--- config.mk ---
export PLATFORM = sky130hd
export DESIGN_NAME = ex_alu_unit_flat
export DESIGN_NICKNAME = d
export VERILOG_FILES = /design/src/rtl/ex_alu_pkg.sv /design/src/rtl/ex_alu_if.sv /design/src/rtl/ex_alu_ctrl_dec.sv /design/src/rtl/ex_alu_unit.sv /design/src/flat_wrapper.sv
export SDC_FILE = /design/constraint.sdc
export NUM_CORES = 1
export LEC_CHECK = 0
export BUFFER_PORTS_ARGS = -buffer_cell sky130_fd_sc_hd__buf_2
export CAP_MARGIN = 20
export CORE_UTILIZATION = 57
export DETAILED_ROUTE_END_ITERATION = 7
export GPL_TIMING_DRIVEN = 0
export HOLD_SLACK_MARGIN = 0.1
export PLACE_DENSITY = 0.87
export SYNTH_ARGS = -nofsm -noshare
export SYNTH_HDL_FRONTEND = slang
export SYNTH_SLANG_ARGS = --single-unit
--- constraint.sdc ---
create_clock -name clk_i -period 15.8 [get_ports clk_i]
set_clock_uncertainty 0.2 [all_clocks]
set_input_delay 4.74 -clock clk_i [delete_from_list [all_inputs] [get_ports clk_i]]
set_output_delay 4.74 -clock clk_i [all_outputs]
set_load 0.02 [all_outputs]
--- src/rtl/ex_alu_pkg.sv ---
// ex_alu_pkg: shared ALUOp/funct encodings and ALU operation codes for the execute stage
package ex_alu_pkg;

   localparam logic [1:0] ALUOP_ADD   = 2'b00;
   localparam logic [1:0] ALUOP_SUB   = 2'b01;
   localparam logic [1:0] ALUOP_RTYPE = 2'b10;

   localparam logic [5:0] FUNCT_ADD = 6'b100000;
   localparam logic [5:0] FUNCT_SUB = 6'b100010;
   localparam logic [5:0] FUNCT_MUL = 6'b011000;
   localparam logic [5:0] FUNCT_AND = 6'b100100;
   localparam logic [5:0] FUNCT_OR  = 6'b100101;

   typedef enum logic [2:0] {
      ALU_ADD = 3'b000,
      ALU_SUB = 3'b001,
      ALU_MUL = 3'b010,
      ALU_AND = 3'b011,
      ALU_OR  = 3'b100
   } alu_op_e;

endpackage

--- src/rtl/ex_alu_if.sv ---
// ex_alu_if: operand/control inputs and result outputs of the execute-stage ALU block
interface ex_alu_if #(parameter int WIDTH = 32) ();

   logic             en_i;
   logic [1:0]       aluop_i;
   logic [5:0]       funct_i;
   logic [WIDTH-1:0] data1_i;
   logic [WIDTH-1:0] data2_i;
   logic [WIDTH-1:0] add_a_i;
   logic [WIDTH-1:0] add_b_i;
   logic [2:0]       aluctrl_o;
   logic [WIDTH-1:0] result_o;
   logic             zero_o;
   logic [WIDTH-1:0] result_q_o;
   logic             zero_q_o;
   logic [WIDTH-1:0] sum_o;

   modport master (
      output en_i, aluop_i, funct_i, data1_i, data2_i, add_a_i, add_b_i,
      input  aluctrl_o, result_o, zero_o, result_q_o, zero_q_o, sum_o
   );

   modport slave (
      input  en_i, aluop_i, funct_i, data1_i, data2_i, add_a_i, add_b_i,
      output aluctrl_o, result_o, zero_o, result_q_o, zero_q_o, sum_o
   );

endinterface

--- src/rtl/ex_alu_ctrl_dec.sv ---
// ex_alu_ctrl_dec: maps ALUOp plus funct to the 3-bit ALU operation
module ex_alu_ctrl_dec
   import ex_alu_pkg::*;
(
   input  logic [1:0] aluop_i,
   input  logic [5:0] funct_i,
   output logic [2:0] aluctrl_o
);

   alu_op_e funct_op;
   alu_op_e op;

   // unknown funct (including the all-zero flushed slot) and reserved ALUOp fall back to add
   always_comb begin
      funct_op = funct_i == FUNCT_ADD ? ALU_ADD :
                 funct_i == FUNCT_SUB ? ALU_SUB :
                 funct_i == FUNCT_MUL ? ALU_MUL :
                 funct_i == FUNCT_AND ? ALU_AND :
                 funct_i == FUNCT_OR  ? ALU_OR  : ALU_ADD;
      op = aluop_i == ALUOP_ADD   ? ALU_ADD :
           aluop_i == ALUOP_SUB   ? ALU_SUB :
           aluop_i == ALUOP_RTYPE ? funct_op : ALU_ADD;
      aluctrl_o = op;
   end

endmodule

--- src/rtl/ex_alu_unit.sv ---
// ex_alu_unit: execute-stage ALU with control decode, registered EX/M result and a standalone adder
module ex_alu_unit
   import ex_alu_pkg::*;
#(
   parameter int WIDTH = 32
) (
   input  logic   clk_i,
   input  logic   rst_i,
   ex_alu_if.slave bus
);

   logic [2:0]       aluctrl;
   logic [WIDTH-1:0] result;
   logic             zero;
   logic [WIDTH-1:0] result_d, result_q;
   logic             zero_d, zero_q;

   ex_alu_ctrl_dec u_dec (
      .aluop_i   (bus.aluop_i),
      .funct_i   (bus.funct_i),
      .aluctrl_o (aluctrl)
   );

   // codes 101-111 are unused and deliberately produce zero
   always_comb begin
      case (aluctrl)
         ALU_ADD: result = bus.data1_i + bus.data2_i;
         ALU_SUB: result = bus.data1_i - bus.data2_i;
         ALU_MUL: result = bus.data1_i * bus.data2_i;
         ALU_AND: result = bus.data1_i & bus.data2_i;
         ALU_OR:  result = bus.data1_i | bus.data2_i;
         default: result = '0;
      endcase
      zero     = result == '0;
      result_d = bus.en_i ? result : result_q;
      zero_d   = bus.en_i ? zero : zero_q;
   end

   always_ff @(posedge clk_i or posedge rst_i) begin
      if (rst_i) begin
         result_q <= '0;
         zero_q   <= 1'b0;
      end else begin
         result_q <= result_d;
         zero_q   <= zero_d;
      end
   end

   assign bus.aluctrl_o  = aluctrl;
   assign bus.result_o   = result;
   assign bus.zero_o     = zero;
   assign bus.result_q_o = result_q;
   assign bus.zero_q_o   = zero_q;
   assign bus.sum_o      = bus.add_a_i + bus.add_b_i;

endmodule

--- src/flat_wrapper.sv ---
// flat-port wrapper written by rule: the top's interface ports become plain ports
module ex_alu_unit_flat import ex_alu_pkg::*;
#(
   parameter int WIDTH = 32
)
  (clk_i, rst_i, bus_en_i, bus_aluop_i, bus_funct_i, bus_data1_i, bus_data2_i, bus_add_a_i, bus_add_b_i, bus_aluctrl_o, bus_result_o, bus_zero_o, bus_result_q_o, bus_zero_q_o, bus_sum_o);
  ex_alu_if #(.WIDTH(WIDTH)) bus_i ();
  input  logic clk_i;
  input  logic rst_i;
  input wire logic [$bits(bus_i.en_i)-1:0] bus_en_i;
  input wire logic [$bits(bus_i.aluop_i)-1:0] bus_aluop_i;
  input wire logic [$bits(bus_i.funct_i)-1:0] bus_funct_i;
  input wire logic [$bits(bus_i.data1_i)-1:0] bus_data1_i;
  input wire logic [$bits(bus_i.data2_i)-1:0] bus_data2_i;
  input wire logic [$bits(bus_i.add_a_i)-1:0] bus_add_a_i;
  input wire logic [$bits(bus_i.add_b_i)-1:0] bus_add_b_i;
  output wire logic [$bits(bus_i.aluctrl_o)-1:0] bus_aluctrl_o;
  output wire logic [$bits(bus_i.result_o)-1:0] bus_result_o;
  output wire logic [$bits(bus_i.zero_o)-1:0] bus_zero_o;
  output wire logic [$bits(bus_i.result_q_o)-1:0] bus_result_q_o;
  output wire logic [$bits(bus_i.zero_q_o)-1:0] bus_zero_q_o;
  output wire logic [$bits(bus_i.sum_o)-1:0] bus_sum_o;
  assign bus_i.en_i = bus_en_i;
  assign bus_i.aluop_i = bus_aluop_i;
  assign bus_i.funct_i = bus_funct_i;
  assign bus_i.data1_i = bus_data1_i;
  assign bus_i.data2_i = bus_data2_i;
  assign bus_i.add_a_i = bus_add_a_i;
  assign bus_i.add_b_i = bus_add_b_i;
  assign bus_aluctrl_o = bus_i.aluctrl_o;
  assign bus_result_o = bus_i.result_o;
  assign bus_zero_o = bus_i.zero_o;
  assign bus_result_q_o = bus_i.result_q_o;
  assign bus_zero_q_o = bus_i.zero_q_o;
  assign bus_sum_o = bus_i.sum_o;
  ex_alu_unit #(.WIDTH(WIDTH)) u_core (.clk_i(clk_i), .rst_i(rst_i), .bus(bus_i));
endmodule
# Word-level counts from Yosys, hierarchy flattened
# Cells that the tools add are included.
word_totals:
  out_inout_bits: 101
  input_bits: 139
  reg_bits: 33
op_classes:
  bitwise_logic: 2
  eq_ne: 11
  reduce_logical: 3
  mul: 1
  mux: 9
  addsub: 3
ops:
  columns: ["cell", "n"]
  rows:
  - ["case mux 32 bit (5 select lines)", 1]
  - ["adder 32 bit", 2]
  - ["AND 32 bit", 1]
  - ["zero test 32 bit", 1]
  - ["multiplier 32 x 32 -> 32 bit", 1]
  - ["OR 32 bit", 1]
  - ["subtractor 32 bit", 1]
  - ["equality test 6 bit, second input constant", 4]
  - ["2-to-1 mux 3 bit", 8]
  - ["equality test 3 x 2 -> 1 bit, second input constant", 2]
  - ["equality test 6 x 5 -> 1 bit, second input constant", 1]
  - ["equality test 3 x 1 -> 1 bit, second input constant", 1]
  - ["equality test 3 bit, second input constant", 1]
  - ["zero test 3 bit", 1]
  - ["equality test 2 x 1 -> 1 bit, second input constant", 1]
  - ["equality test 2 bit, second input constant", 1]
  - ["zero test 2 bit", 1]

# Logic depth before layout (Yosys ltp)
depth:
  depth_word: 12
  ltp_mapped: 30
  mapped_depth_nobuf: 27

# By module
# Synthesis repeated with hierarchy kept, for this count alone.
unflattened:
  cells_unflattened: 2660
  area_unflattened_um2: 22357.7
by_module_without_submodules:
  columns: ["mod", "cells_per_inst", "n_inst", "seq_area_each_um2", "area_each_um2"]
  rows:
  - ["ex_alu_unit", 2649, 1, 825.8, 22267.6]
  - ["ex_alu_ctrl_dec", 11, 1, 0.0, 90.1]

# Least setup slack after synthesis
# OpenSTA, ideal clock, no wires.
synth_timing:
  path_type: "in2out"
  startpoint: "input port bus_data2_i[6]"
  endpoint: "output port bus_zero_o"
  stages: 27
  arrival_time_ns: 12.172
  path_slack_ns: -1.312
  required_ns: 10.860
  cell_sequence: "clkbuf_1 -> clkbuf_1 -> and2_1 -> fa_1 -> fa_1 -> fa_1 -> inv_1 -> fa_1 -> inv_1 -> fa_1 -> inv_1 -> fa_1 -> inv_1 -> fa_1 -> fa_1 -> ha_1 -> a211oi_1 -> o311ai_0 -> a221oi_1 -> nand2_1 -> a31oi_1 -> xnor2_1 -> a221oi_1 -> o21ai_0 -> nor2_1 -> nand4_1 -> nor3_1"
synth_via:
  elab_chain_len: 3
  elab_cells_between_ends: 7
  classes_between: "add/sub (2); mul (1); mux (1); bitwise (2); reduce/logical (1)"
synth_rtl:
  columns: ["element", "line", "text"]
  rows:
  - ["start, declared", "flat_wrapper.sv:14", "input wire logic [$bits(bus_i.data2_i)-1:0] bus_data2_i;"]
  - ["multiplier 32 x 32 -> 32 bit (tied with other cells)", "ex_alu_unit.sv:29", "ALU_MUL: result = bus.data1_i * bus.data2_i;"]
  - ["case mux 32 bit (5 select lines) (*)", "ex_alu_unit.sv:26", "case (aluctrl)"]
  - ["named net bus_result_o[25]", "flat_wrapper.sv:18", "output wire logic [$bits(bus_i.result_o)-1:0] bus_result_o;"]
  - ["zero test 32 bit (*)", "ex_alu_unit.sv:34", "zero = result == '0;"]
  - ["end, declared", "flat_wrapper.sv:19", "output wire logic [$bits(bus_i.zero_o)-1:0] bus_zero_o;"]
# The timed path passes the listed nets; every way through them passes the cells marked *.

# Worst setup path after layout
layout_timing:
  startpoint: "input port bus_data2_i[6]"
  endpoint: "output port bus_zero_o"
layout_via:
  elab_chain_len: 3
  elab_cells_between_ends: 7
  classes_between: "add/sub (2); mul (1); mux (1); bitwise (2); reduce/logical (1)"
layout_rtl:
  columns: ["element", "line"]
  rows:
  - ["multiplier 32 x 32 -> 32 bit (tied with other cells)", "ex_alu_unit.sv:29"]
  - ["case mux 32 bit (5 select lines) (*)", "ex_alu_unit.sv:26"]
  - ["zero test 32 bit (*)", "ex_alu_unit.sv:34"]
# Every way passes the cells marked *; elsewhere a longest branch is shown, timed or not.

==> results.rst <==
.. list-table::
   :header-rows: 1

   * - Metric
     - Value
   * - Clock-pin slew on the worst setup and hold paths
     - roughly 0.050 ns
   * - H-tree lvl count
     - 2
   * - Core area
     - ~38000 um2
   * - Vias post-DR
     - roughly 22000
   * - Number of hold-repair buffers added at the cts stage
     - 0
   * - Wire length on met2
     - 38160 um
   * - Setup repair after global routing missed its margin
     - yes
   * - CP arrival
     - 12.43 ns
   * - Share of layout cells above drive strength 1
     - a little over a fifth
   * - Kind of path behind the tightest hold check
     - flip-flop to flip-flop
   * - Critical Path RT
     - 10.86 ns
   * - Final setup violation count
     - 23
   * - Post-synthesis async set-or-reset flop share
     - 100.0%
   * - Tightest Pin Transition
     - ~1.2 ns
   * - Number of search-and-repair iterations in the first detailed-routing pass
     - 8
   * - Critical path capture point type
     - output pin
   * - Number of placed I/O pins
     - between 200 and 250
   * - Synth area leaders
     - fa_1 37%, ha_1 11%, and2_1 8.9%
   * - Count of input and output buffers
     - ~230
   * - Total placed instance area
     - roughly 24000 um2
   * - Flops & latches, synth
     - 33
   * - Fraction of the mapped netlist area in simple logic gates
     - between 20 and 25%
   * - Max Cap Viol
     - 0
   * - Startpoint type of the worst setup path
     - input port
   * - XOR/XNOR share of the synthesized area
     - under 10%
   * - Slowest CP cell
     - fa_2
   * - Worst-case headroom to the max-slew limit
     - approximately 20%
   * - Bufs on Longest Clock Path
     - 2
   * - Global route overflow
     - 0
   * - Post-route cell area
     - 27060 um2
   * - Most common cell after layout, fill and taps aside
     - inv_1
   * - Sequential area share after synthesis
     - between 3 and 4%
   * - Violated checks
     - setup timing
   * - Tot GR Track Use
     - about 45%
   * - Internal reg-to-reg setup slack
     - between 10 and 15 ns
   * - Routed wire per std cell
     - about 26 um
   * - Residual DRC
     - 0
   * - Number of global-route vias before repair
     - roughly 23000
   * - Cell variety after synth
     - 81
   * - Final cycle utilization of the critical path
     - 109.9%
   * - Critical Setup Path Class
     - input port to output pin
   * - Number of cells in the finished layout apart from fillers
     - 3469
   * - Post-placement cell count
     - between 3000 and 4000
   * - Die Span X
     - between 150 and 200 um
   * - Area delta synth->final
     - 22.47%
   * - Post-layout min period
     - roughly 17 ns
   * - Most used cells in the layout excluding fill and tap cells
     - 387 x inv_1, 380 x fa_1, 297 x and2_1
   * - Portion of netlist area occupied by mux cells
     - less than 1%
   * - Number of inserted filler cells in the final layout
     - between 2000 and 3000
   * - DRT antenna net count
     - 0
   * - Cell repeated most along the worst path
     - fa_2
   * - Pin count of the biggest net entering global routing
     - 26
   * - Post-detailed-placement half-perimeter wirelength
     - between 60000 and 70000 um
   * - CTS root buffer
     - clkbuf_16
   * - First-pass GRT wire length
     - approximately 130000 um
   * - Number of synthesized flops with an enable pin
     - 0
   * - Final count of hold timing violations
     - 0
   * - Worst Setup Slack, final
     - -1.566 ns
   * - Setup Total Neg Slack
     - -17.34 ns
   * - Count of buffer and inverter cells on the critical path
     - 7
   * - Standard-cell row count
     - 71
   * - Post-Place Worst Slack
     - -2.886 ns
   * - CTS buffer count
     - 5
   * - Insertion delay to the later sink of the worst-skew pair
     - 0.27 ns
   * - RePlAce Congestion
     - approximately 1.0
   * - Met3 wire len
     - between 10000 and 15000 um
   * - Initial cell density of the core
     - 58.24%
   * - Kind of cell adding the most delay to the critical path
     - adder cells
   * - Count of routing violations after the opening detailed-route iteration
     - roughly 2800
   * - Gate Count Post-Synth
     - between 2000 and 3000
   * - Final count of pins violating max slew
     - 0
   * - Achievable clock frequency
     - around 58 MHz
   * - Outcome
     - complete, but fails checks
   * - Syn_nets
     - 3355
   * - Chip Height
     - ~200 um
   * - Number of warnings printed during yosys synthesis
     - 0
   * - Area of the die
     - ~40000 um2
   * - Peak per-stage delay on the critical path
     - 0.64 ns
   * - Via-per-instance ratio
     - 6.397
   * - Sum of routed wire segments on met1
     - about 29000 um
   * - Fraction of the mapped netlist area in adder cells
     - between 40 and 50%
   * - Uppermost routed layer
     - met5
   * - Compound-Gate Fraction of Synth Area
     - roughly 11%
   * - Number of antenna violations at the first check in global routing
     - 18
   * - Predominant post-synthesis flop cell
     - dfrtp_1
   * - Overall routed net length
     - between 90000 and 100000 um
   * - Cell accounting for the most synthesized area
     - fa_1
   * - Area share of the largest cell type after synthesis
     - between 30% and 40%
   * - TritonCTS clock tree
     - built
   * - Synthesized area divided by synthesized cell count
     - 8.439 um2
   * - Sinks on Clock Net
     - 33
   * - Mapped Area
     - about 22000 um2
   * - Max FO, Critical Path
     - 4
   * - Number of nets in the layout
     - ~3700
   * - Combinational family with the most area after synthesis
     - adder cells
[cells in the mapped netlist (18+ instances only)]
cell	count
fa_1	410
inv_1	408
and2_1	315
nand2_1	289
ha_1	188
clkbuf_1	138
nor2_1	124
xnor2_1	102
a21oi_1	87
o21ai_0	77
xor2_1	56
dfrtp_1	33
a21o_1	27
nor3_1	27
nand3_1	26
a211oi_1	21
maj3_1	18
[cell type report]
cell class	instances	area, um2	share of cell area, %
Antenna cell	12	30.03	0.1110
Buffer	131	1413	5.221
Inverter	409	1538	5.683
Multi-Input combinational cell	2028	20120	74.35
Sequential cell	33	825.8	3.052
Clock buffer	7	142.6	0.5271
Tap cell	511	639.4	2.363
Timing Repair Buffer	338	2354	8.698
[through the flow]
step	hold WS, ns	util, %
finish	0.3002	71.33
global route	0.3270	71.29
CTS	0.3004	69.73
detailed placement	0.2883	63.84
global placement	0.2656	63.76
floorplan	0.3888	-
[metal layers]
metal | vias to the layer above | GRT usage (%)
met5 | - | 0
met4 | 10 | 34.47
met3 | 679 | 17.36
met2 | 1843 | 67.24
met1 | 10700 | 51.79
li1 | 8955 | -
[tightest hold or removal path, stage by stage (launching register included)]
cell and delay [ns]:
dfrtp_1 0.33, nor2_1 0.04, nor2_1 0.08
[repair_timing]
item,in CTS,in global routing
hold endpoints to repair,0,0
setup endpoints to repair,24,23
gates resized for setup,375,109
pin swaps,99,67
buffers inserted,79,34
cloned,1,0
[kinds of logic after synthesis]
kind of cell               Yosys count
and+or+nand+nor                    887
muxes                               11
buffers and inverters              557
adders and majority gates          616
AOI/OAI and AO/OA                  356
xor gates and xnor gates           158
DFF                                 33
[final timing paths]
kind | start | endpoint | cells after the start
max in group asynchronous | rst_i | u_core.bus.result_q_o[0] | 3
worst max-delay path | bus_data2_i[6] | bus_zero_o | 28
worst min register to register | u_core.bus.result_q_o[13] | u_core.bus.result_q_o[13] | 2
min in group asynchronous | rst_i | u_core.bus.result_q_o[31] | 2
worst max register to register | u_core.bus.result_q_o[31] | u_core.bus.result_q_o[31] | 1
worst min-delay path | u_core.bus.result_q_o[13] | u_core.bus.result_q_o[13] | 2
[registers in the layout, indices dropped and copies added, names as in the netlist]
name and cells:
u_core.bus.result_q_o 32, u_core.bus.zero_q_o 1
Power is left out: the tool's default activity adds up to more than one toggle a clock period on the data nets, which glitch-free logic cannot reach.
